## src/rtl/arbiter_puf_if.sv

```systemverilog
// Request/response handshake bundle between a challenge source and the arbiter PUF engine.
interface arbiter_puf_if #(
    parameter int STAGES    = 64,
    parameter int RESP_BITS = 8
);
    logic                 req_valid;
    logic                 req_ready;
    logic [STAGES-1:0]    challenge;
    logic                 resp_valid;
    logic                 resp_ready;
    logic [RESP_BITS-1:0] response;
    logic [RESP_BITS-1:0] resp_unstable;
    logic                 busy;

    modport master (
        output req_valid, challenge, resp_ready,
        input  req_ready, resp_valid, response, resp_unstable, busy
    );

    modport slave (
        input  req_valid, challenge, resp_ready,
        output req_ready, resp_valid, response, resp_unstable, busy
    );
endinterface

```

## src/rtl/arbiter_puf_engine.sv

```systemverilog
// Cycle-accurate N-stage arbiter PUF: one race stage per clock, rotated sub-challenges
// per response bit, majority vote over several evaluations with an instability mask.
module arbiter_puf_engine #(
    parameter int          STAGES    = 64,
    parameter int          DELAY_W   = 8,
    parameter int          RESP_BITS = 8,
    parameter int          VOTES     = 5,
    parameter int          NOISE_EN  = 1,
    parameter int          NOISE_W   = 2,
    parameter logic [31:0] SEED      = 32'hACE12024
) (
    input logic         clk,
    input logic         rst,
    arbiter_puf_if.slave bus
);

    localparam int ACC_W = DELAY_W + $clog2(STAGES) + 1;
    localparam int I_W   = $clog2(STAGES);
    localparam int K_W   = (RESP_BITS > 1) ? $clog2(RESP_BITS) : 1;
    localparam int V_W   = (VOTES > 1) ? $clog2(VOTES) : 1;
    localparam int O_W   = $clog2(VOTES + 1);

    localparam logic [I_W-1:0] I_LAST = I_W'(STAGES - 1);
    localparam logic [K_W-1:0] K_LAST = K_W'(RESP_BITS - 1);
    localparam logic [V_W-1:0] V_LAST = V_W'(VOTES - 1);
    localparam logic [O_W-1:0] O_HALF = O_W'(VOTES / 2);
    localparam logic [O_W-1:0] O_ALL  = O_W'(VOTES);

    // Delay table: odd LFSR states feed the top path, even states the bottom path.
    function automatic logic [STAGES*DELAY_W-1:0] gen_delays(input logic top_sel);
        logic [31:0]               s;
        logic [STAGES*DELAY_W-1:0] tbl;
        s   = SEED;
        tbl = '0;
        for (int n = 1; n <= 2 * STAGES; n++) begin
            s = (s >> 1) ^ (s[0] ? 32'hB4BCD35C : 32'h0);
            if (top_sel && (n % 2 == 1))
                tbl[((n - 1) / 2) * DELAY_W +: DELAY_W] = s[DELAY_W-1:0];
            else if (!top_sel && (n % 2 == 0))
                tbl[(n / 2 - 1) * DELAY_W +: DELAY_W] = s[DELAY_W-1:0];
        end
        return tbl;
    endfunction

    function automatic logic [15:0] lfsr16_step(input logic [15:0] s);
        return (s >> 1) ^ (s[0] ? 16'hB400 : 16'h0000);
    endfunction

    // Extra bit on both sides keeps acc_b + jitter from wrapping; a tie resolves to 0.
    function automatic logic arb_vote(input logic [ACC_W-1:0] a, input logic [ACC_W-1:0] b,
                                      input logic [NOISE_W-1:0] j);
        return ({1'b0, a} < ({1'b0, b} + (ACC_W + 1)'(j)));
    endfunction

    localparam logic [STAGES*DELAY_W-1:0] D_TOP = gen_delays(1'b1);
    localparam logic [STAGES*DELAY_W-1:0] D_BOT = gen_delays(1'b0);

    typedef enum logic [1:0] {IDLE, RACE, ARB, DONE} state_t;

    state_t               state_q, state_d;
    logic                 accept;
    logic [STAGES-1:0]    ch_reg;
    logic [I_W-1:0]       i_q;
    logic [V_W-1:0]       v_q;
    logic [K_W-1:0]       k_q;
    logic [ACC_W-1:0]     acc_a, acc_b;
    logic [O_W-1:0]       ones_q, ones_nxt;
    logic [15:0]          noise_q;
    logic                 resp_valid_q;
    logic [RESP_BITS-1:0] response_q, unstable_q;
    logic [ACC_W-1:0]     d_top, d_bot;
    logic [NOISE_W-1:0]   jitter;
    logic                 vote;

    assign d_top    = ACC_W'(D_TOP[i_q*DELAY_W +: DELAY_W]);
    assign d_bot    = ACC_W'(D_BOT[i_q*DELAY_W +: DELAY_W]);
    assign jitter   = (NOISE_EN != 0) ? noise_q[NOISE_W-1:0] : '0;
    assign vote     = arb_vote(acc_a, acc_b, jitter);
    assign ones_nxt = ones_q + O_W'(vote);

    always_ff @(posedge clk or posedge rst) begin
        if (rst) state_q <= IDLE;
        else     state_q <= state_d;
    end

    always_comb begin
        state_d = state_q;
        accept  = 1'b0;
        case (state_q)
            IDLE: if (bus.req_valid) begin
                accept  = 1'b1;
                state_d = RACE;
            end
            RACE: if (i_q == I_LAST) state_d = ARB;
            ARB:  if (v_q == V_LAST && k_q == K_LAST) state_d = DONE;
                  else                                 state_d = RACE;
            DONE: if (resp_valid_q && bus.resp_ready) state_d = IDLE;
            default: state_d = IDLE;
        endcase
    end

    always_ff @(posedge clk or posedge rst) begin
        if (rst) begin
            ch_reg       <= '0;
            i_q          <= '0;
            v_q          <= '0;
            k_q          <= '0;
            acc_a        <= '0;
            acc_b        <= '0;
            ones_q       <= '0;
            noise_q      <= 16'h0001;
            resp_valid_q <= 1'b0;
            response_q   <= '0;
            unstable_q   <= '0;
        end else begin
            noise_q <= lfsr16_step(noise_q);
            case (state_q)
                IDLE: if (accept) begin
                    ch_reg <= bus.challenge;
                    i_q    <= '0;
                    v_q    <= '0;
                    k_q    <= '0;
                    acc_a  <= '0;
                    acc_b  <= '0;
                    ones_q <= '0;
                end
                // Race stage: a set challenge bit crosses the two paths.
                RACE: begin
                    if (ch_reg[i_q]) begin
                        acc_a <= acc_b + d_bot;
                        acc_b <= acc_a + d_top;
                    end else begin
                        acc_a <= acc_a + d_top;
                        acc_b <= acc_b + d_bot;
                    end
                    i_q <= i_q + 1'b1;
                end
                // Arbiter stage: tally the vote, resolve the bit after the last vote.
                ARB: begin
                    acc_a <= '0;
                    acc_b <= '0;
                    i_q   <= '0;
                    if (v_q != V_LAST) begin
                        v_q    <= v_q + 1'b1;
                        ones_q <= ones_nxt;
                    end else begin
                        response_q[k_q] <= (ones_nxt > O_HALF);
                        unstable_q[k_q] <= (ones_nxt != '0) && (ones_nxt != O_ALL);
                        ones_q          <= '0;
                        v_q             <= '0;
                        if (k_q != K_LAST) begin
                            k_q    <= k_q + 1'b1;
                            ch_reg <= {ch_reg[STAGES-2:0], ch_reg[STAGES-1]};
                        end
                    end
                end
                // Response stage: valid rises one cycle after entry, drops after the handshake.
                DONE: begin
                    if (!resp_valid_q)        resp_valid_q <= 1'b1;
                    else if (bus.resp_ready)  resp_valid_q <= 1'b0;
                end
                default: ;
            endcase
        end
    end

    assign bus.req_ready     = (state_q == IDLE);
    assign bus.busy          = (state_q != IDLE);
    assign bus.resp_valid    = resp_valid_q;
    assign bus.response      = response_q;
    assign bus.resp_unstable = unstable_q;

endmodule
```

## src/flat_wrapper.sv

```systemverilog
// flat-port wrapper written by rule: the top's interface ports become plain ports
module arbiter_puf_engine_flat 
#(
    parameter int          STAGES    = 64,
    parameter int          DELAY_W   = 8,
    parameter int          RESP_BITS = 8,
    parameter int          VOTES     = 5,
    parameter int          NOISE_EN  = 1,
    parameter int          NOISE_W   = 2,
    parameter logic [31:0] SEED      = 32'hACE12024
)
  (clk, rst, bus_req_valid, bus_challenge, bus_resp_ready, bus_req_ready, bus_resp_valid, bus_response, bus_resp_unstable, bus_busy);
  arbiter_puf_if #(.STAGES(STAGES), .RESP_BITS(RESP_BITS)) bus_i ();
  input logic clk;
  input logic rst;
  input wire logic [$bits(bus_i.req_valid)-1:0] bus_req_valid;
  input wire logic [$bits(bus_i.challenge)-1:0] bus_challenge;
  input wire logic [$bits(bus_i.resp_ready)-1:0] bus_resp_ready;
  output wire logic [$bits(bus_i.req_ready)-1:0] bus_req_ready;
  output wire logic [$bits(bus_i.resp_valid)-1:0] bus_resp_valid;
  output wire logic [$bits(bus_i.response)-1:0] bus_response;
  output wire logic [$bits(bus_i.resp_unstable)-1:0] bus_resp_unstable;
  output wire logic [$bits(bus_i.busy)-1:0] bus_busy;
  assign bus_i.req_valid = bus_req_valid;
  assign bus_i.challenge = bus_challenge;
  assign bus_i.resp_ready = bus_resp_ready;
  assign bus_req_ready = bus_i.req_ready;
  assign bus_resp_valid = bus_i.resp_valid;
  assign bus_response = bus_i.response;
  assign bus_resp_unstable = bus_i.resp_unstable;
  assign bus_busy = bus_i.busy;
  arbiter_puf_engine #(.STAGES(STAGES), .DELAY_W(DELAY_W), .RESP_BITS(RESP_BITS), .VOTES(VOTES), .NOISE_EN(NOISE_EN), .NOISE_W(NOISE_W), .SEED(SEED)) u_core (.clk(clk), .rst(rst), .bus(bus_i));
endmodule
```

## config.mk

```make
export PLATFORM = sky130hd
export DESIGN_NAME = arbiter_puf_engine_flat
export DESIGN_NICKNAME = d
export VERILOG_FILES = /design/src/rtl/arbiter_puf_if.sv /design/src/rtl/arbiter_puf_engine.sv /design/src/flat_wrapper.sv
export SDC_FILE = /design/constraint.sdc
export NUM_CORES = 1
export LEC_CHECK = 0
export ABC_AREA = 1
export CAP_MARGIN = 0
export CORE_MARGIN = 2
export CORE_UTILIZATION = 50
export DETAILED_ROUTE_END_ITERATION = 7
export PLACE_DENSITY = 0.75
export SYNTH_ARGS = -nofsm -noshare
export SYNTH_HDL_FRONTEND = slang
export SYNTH_SLANG_ARGS = --single-unit
```

## constraint.sdc

```tcl
create_clock -name clk -period 5.4 [get_ports clk]
set_input_delay 1.35 -clock clk [delete_from_list [all_inputs] [get_ports clk]]
set_output_delay 1.35 -clock clk [all_outputs]
set_load 0.005 [all_outputs]
```

==> results_dict.tcl, run 1 <==
set metrics [dict create \
    outcome "complete, no violations" \
    total_power_mw 4.00 \
    drtIter0Drc 864 \
    drcViolationCount 0 \
    antenna_found_initial 0 \
    postCtsSetupRepairBufs 0 \
    async_flop_share_pct 100 \
    place_area_um2 11000 \
    critPathCaptureType "flip-flop" \
    ff_latch_area_um2 3600 \
    synth_cells 1392 \
    setup_tns_ns 0 \
    clockPowerShare_pct 29.9 \
    io_pins 87 \
    tightest_slew_ns 1.15 \
    synth_top_area_share_pct 36.0 \
    whs_ns 0.350 \
    worstPathRequired_ns 5.68 \
    post_drt_wl_per_cell_um 16.2 \
    grt_pass1_vias 9136 \
    p_int_mw 2.45 \
    antenna_left 0 \
    period_share_pct 87.7 \
    slew-limit-headroom_pct 23.6 \
    synth.distinct_cells 40 \
    vias 9619 \
    cts_buffers 17 \
    viasPerCell 5.60 \
    p_sw_mw 1.55 \
    synth_warnings 0 \
    hold_viol 0 \
    fillers 1761 \
    rows 51 \
    crit_family "compound AO/OA/AOI/OAI gates" \
    clkTransAtPathRegs_ns 0.07 \
    r2r_cells 22 \
    root_buffer "clkbuf_16" \
    cp_slowest_cell "o31ai_1" \
    die_area_um2 21000 \
    period_minus_slack_ns 4.74 \
    cpPeakStageDelay_ns 0.70 \
    multiInputGateArea_um2 5450 \
    reg2reg_from "u_core.noise_q[0]$_DFF_PP1_" \
    synth_area_per_cell_um2 7.14 \
    cp.arrival_ns 5.02 \
    routed_wl_um 27800 \
    synth-seq-cells 144 \
    largest_register_ffs 64 \
    cellLeakagePower_nw 5.48 \
    path_max_fanout 8 \
    clkSinkCount 144 \
    track_usage_pct 27.1 \
    seq_area_frac_synth_pct 36.3 \
    power_density_nw_per_um2 346 \
    worst-path-stages 22 \
    cp_common_cell "ha_1" \
    ctsHoldBuffers 0 \
    syn_area_um2 9940 \
    dr.pass1.iters 7 \
    overflow 0 \
    clk_path_buf_depth 2 \
    core_um2 19500 \
    ys.flop_type "dfrtp_1" \
    ir_drop_mv 0.224 \
    crit_buf_inv 1 \
    path_cells "ha_1 > nand3_1 > nand2_1 > nand2_1 > nor2_1 > nand3_1 > nor2_1 > nand2_1 > xor2_1 > ha_1 > a21oi_1 > o21ai_0 > a21o_1 > a21oi_1 > o21bai_1 > a21oi_1 > ha_1 > ha_1 > xnor2_1 > inv_1 > o31ai_1 > o21ai_0" \
    pwr-share-seq_pct 35.2 \
    synth-edff-count 0 \
    h-tree-depth 4 \
    p_sw_share_pct 38.7 \
    worstSetupPathType "reg2reg" \
    fp.dieW_um 145 \
    fin_skew_ns 0.0127 \
    cts_tree "yes" \
    syn2layout_area_growth_pct 16.3 \
    synth_nets 1515 \
    ctsResizeCount 0 \
    preCtsSetupSlack_ns 0.729 \
    hold_class "reg2reg" \
    layout.nets 1563 \
    io_buffers 86 \
    drv_cap 0 \
    die-height_um 145 \
    drv_slew 0 \
    finalSetupViolCount 0 \
    synth.area.top_cells "dfrtp_1 36%, nand2_1 14%, ha_1 6.5%, nand3_1 6.5%, inv_1 5.6%" \
    rsz0062_at_grt "no" \
    hold_depth 0 \
    grt_pass1_wl_um 46400 \
    cp-start-kind "flip-flop" \
    dpl.hpwl_um 19300 \
    combPwrFrac_pct 34.9 \
    diodes 0 \
    startpoint "u_core.noise_q[0]$_DFF_PP1_" \
    initial_utilization_pct 51.1 \
    yosysTopAreaCell "dfrtp_1" \
    gp_congestion 0.976 \
    final_area_um2 11600 \
    fmax_mhz 211 \
    drive_above_1_share_pct 4.27 \
    hp-start "u_core.noise_q[12]$_DFF_PP0_" \
    fin_ws_ns 0.665 \
    insertion_delay_ns 0.43 \
    grt_max_degree 135 \
]
-- power by group through the flow --
stage / logic [mW] / clock network (mW) / registers (mW)
floorplan: 1.09 / 0 / 1.34
CTS: 1.39 / 1.21 / 1.40
global placement: 1.35 / 0 / 1.42
detailed placement: 1.38 / 0 / 1.42
global route: 1.61 / 1.25 / 1.43
finish: 1.40 / 1.20 / 1.41
-- stage by stage --
step | utilization [%] | cells
after floorplan | - | 1392
after global placement | 56.4 | 1686
after detailed placement | 56.4 | 1686
after CTS | 59.4 | 1718
after global routing | 59.4 | 1718
final | 59.4 | 1718
-- path summary, 6_finish.rpt --
check	to	slack, ns
min reg2reg	u_core.noise_q[11]$_DFF_PP0_	0.35
max reg2reg	u_core.bus.resp_unstable[4]$_DFFE_PP0P_	0.66
max	u_core.bus.resp_unstable[4]$_DFFE_PP0P_	0.66
max in group asynchronous	u_core.i_q[1]$_DFFE_PP0P_	3.00
min in group asynchronous	u_core.bus.response[4]$_DFFE_PP0P_	1.51
min	u_core.noise_q[11]$_DFF_PP0_	0.35
-- cell families after synthesis --
| group | Yosys count | synth area share [%] |
|---|---|---|
| compound gates | 305 | 18.5 |
| xor+xnor | 35 | 3.08 |
| fa+ha+maj | 55 | 7.15 |
| buf+inv | 228 | 9.01 |
| flops | 144 | 36.3 |
| simple gates | 625 | 26.0 |
-- cell usage after synthesis (2+ instances only) --
cell type and count:
a21o_1 5, a21oi_1 51, a221o_1 2, a221oi_1 3, a32o_1 3, a32oi_1 2
buf_1 8, buf_2 26, buf_4 2, clkbuf_1 39, dfrtp_1 143, fa_1 3
ha_1 52, inv_1 149, inv_2 4, nand2_1 375, nand3_1 129, nand3b_1 2
nand4_1 8, nor2_1 84, nor2_2 3, nor3_1 15, nor4_1 7, o211ai_1 70
o21a_1 3, o21ai_0 82, o21ai_1 60, o22ai_1 6, o311ai_0 6, o31ai_1 6
or2_2 2, xnor2_1 12, xor2_1 23
-- per-layer routing --
metal / up-vias / GRT usage (%) / share of wire, %
li1: 4758 / - / -
met1: 4444 / 38.8 / 46
met2: 374 / 41.9 / 45
met3: 43 / 5.03 / 6.7
met4: 0 / 8.56 / 2.2
met5: - / 0 / 0
-- area by class of cell --
cell class,instances,area share (%)
Timing Repair Buffer,104,8.72
Clock inverter,13,1.24
Multi-Input combinational cell,1020,47.1
Tap cell,265,2.87
Clock buffer,19,3.83
Sequential cell,144,31.2
Inverter,153,5.01
-- worst register-to-register path, cell delays in order, from the launching register on --
cell,delay [ns]
dfstp_2,0.58
ha_1,0.20
nand3_1,0.10
nand2_1,0.08
nand2_1,0.06
nor2_1,0.15
nand3_1,0.13
nor2_1,0.21
nand2_1,0.12
xor2_1,0.16
ha_1,0.32
a21oi_1,0.17
o21ai_0,0.12
a21o_1,0.17
a21oi_1,0.13
o21bai_1,0.07
a21oi_1,0.25
ha_1,0.23
ha_1,0.17
xnor2_1,0.15
inv_1,0.10
o31ai_1,0.70
o21ai_0,0.21
-- cells in the final DEF (no fill, tap or decap), drive strengths merged, types with 7 or more instances in the layout --
cell,instances
a21oi,51
buf,18
clkbuf,19
clkdlybuf4s50,86
dfrtp,143
ha,52
inv,161
nand2,375
nand3,129
nand4,8
nor2,87
nor3,15
nor4,7
o211ai,70
o21ai,142
xnor2,12
xor2,23
(Power assumes the default switching activity.)
==> inputs of run 2 (changes only) <==
--- a/config.mk
+++ b/config.mk
@@ -7,8 +7,10 @@
 export LEC_CHECK = 0
 export ABC_AREA = 1
 export CAP_MARGIN = 0
+export CORE_ASPECT_RATIO = 2
 export CORE_MARGIN = 2
 export CORE_UTILIZATION = 50
+export CTS_CLUSTER_DIAMETER = 50
 export DETAILED_ROUTE_END_ITERATION = 7
 export PLACE_DENSITY = 0.75
 export SYNTH_ARGS = -nofsm -noshare
==> results_dict.tcl, run 2 (synthesized netlist as in run 1, its figures left out) <==
set metrics [dict create \
    insertion_delay_ns 0.44 \
    rsz0062_at_grt "no" \
    grt_pass1_wl_um 48300 \
    ctsResizeCount 0 \
    fin_ws_ns 0.630 \
    core_um2 19700 \
    postCtsSetupRepairBufs 0 \
    gp_congestion 1.03 \
    initial_utilization_pct 50.4 \
    fin_cells 1719 \
    finalSetupViolCount 0 \
    power_density_nw_per_um2 348 \
    clkSinkCount 144 \
    layout.nets 1567 \
    mostFrequentLayoutCells "375 x nand2_1, 148 x inv_1, 143 x dfrtp_1" \
    worstSetupPathType "reg2reg" \
    overflow 0 \
    fp.dieW_um 104 \
    grt_max_degree 135 \
    wl_met2_um 16100 \
    post_drt_wl_per_cell_um 17.2 \
    clkTransAtPathRegs_ns 0.06 \
    dr.pass1.iters 6 \
    period_minus_slack_ns 4.77 \
    root_buffer "clkbuf_16" \
    preCtsSetupSlack_ns 0.697 \
    diodes 0 \
    syn2layout_area_growth_pct 16.9 \
    ir_drop_mv 0.214 \
    critPathCaptureType "flip-flop" \
    io_buffers 86 \
    cts_buffers 17 \
    fmax_mhz 210 \
    drtIter0Drc 786 \
    tightest_slew_ns 1.14 \
    setup_tns_ns 0 \
    routed_wl_um 29600 \
    ctsHoldBuffers 0 \
    viasPerCell 5.68 \
    io_pins 87 \
    layout_commonest_cell "nand2_1" \
    final_area_um2 11600 \
    slew-limit-headroom_pct 23.8 \
    whs_ns 0.352 \
    final_util_pct 58.9 \
    clk_path_buf_depth 2 \
    hold_class "reg2reg" \
    cp.arrival_ns 5.05 \
    vias 9767 \
    total_power_mw 4.05 \
    worstPathRequired_ns 5.68 \
    die-height_um 203 \
    cp-start-kind "flip-flop" \
    place_area_um2 11000 \
    antenna_left 0 \
    drv_slew 0 \
    met1_length_um 10600 \
    dpl.hpwl_um 21500 \
    drv_cap 0 \
    antenna_found_initial 0 \
    topRoutingLayerUsed "met4" \
    drcViolationCount 0 \
    period_share_pct 88.3 \
    drive_above_1_share_pct 4.60 \
    hold_viol 0 \
    cellLeakagePower_nw 5.50 \
    wl_met3_um 1130 \
    track_usage_pct 29.0 \
    h-tree-depth 4 \
    largest_register_ffs 64 \
    cts_tree "yes" \
    grt_pass1_vias 9947 \
    outcome "complete, no violations" \
    fin_skew_ns 0.0109 \
    path_max_fanout 8 \
    placed_cells 1687 \
    die_area_um2 21100 \
    rows 73 \
]
run 2: layer usage:
layer | GRT usage (%) | vias up
met1 | 28.9 | 4603
met2 | 55.5 | 307
met4 | 18.4 | 0
li1 | - | 4754
met3 | 4.09 | 103
met5 | 0 | -
run 2: path summary, 6_finish.rpt:
path | startpoint | slack, ns | end | cells past startpoint
worst min register to register | u_core.noise_q[15]$_DFF_PP0_ | 0.35 | u_core.noise_q[14]$_DFF_PP0_ | 0
worst max register to register | u_core.noise_q[0]$_DFF_PP1_ | 0.63 | u_core.bus.resp_unstable[4]$_DFFE_PP0P_ | 22
max in group asynchronous | rst | 2.95 | u_core.noise_q[0]$_DFF_PP1_ | 3
min in group asynchronous | rst | 1.42 | u_core.acc_b[10]$_DFFE_PP0P_ | 2
worst min-delay path | u_core.noise_q[15]$_DFF_PP0_ | 0.35 | u_core.noise_q[14]$_DFF_PP0_ | 0
worst max-delay path | u_core.noise_q[0]$_DFF_PP1_ | 0.63 | u_core.bus.resp_unstable[4]$_DFFE_PP0P_ | 22
run 2: final cells by class:
class / count / area [um^2]
inverter: 153 / 579
multi-input combinational: 1020 / 5450
fill: 1947 / 8110
tap: 262 / 328
timing repair buffer: 108 / 1050
clock inverter: 13 / 153
clock buffer: 19 / 453
sequential: 144 / 3600
run 2: where the power goes:
group / leakage (nW) / switching, mW / internal [mW] / total (mW)
combinational: 3.49 / 0.854 / 0.579 / 1.43
clock: 0.292 / 0.496 / 0.713 / 1.21
sequential: 1.72 / 0.188 / 1.22 / 1.40
total: 5.50 / 1.54 / 2.51 / 4.05
run 2: worst max-delay path, cell delays in order (launching register included):
cell and delay [ns]:
dfstp_2 0.58, ha_1 0.22, fa_1 0.22, nand2_1 0.06, nor2_1 0.21, nand3_1 0.19
nor2_1 0.17, nand4_1 0.18, nor2_1 0.18, nand3_1 0.10, xor2_1 0.15, ha_1 0.30
nand3_1 0.07, nor2_1 0.11, nand2_1 0.06, a21oi_1 0.11, a21oi_1 0.06, ha_1 0.21
ha_1 0.20, xnor2_1 0.19, inv_1 0.09, o31ai_1 0.75, o21ai_0 0.21
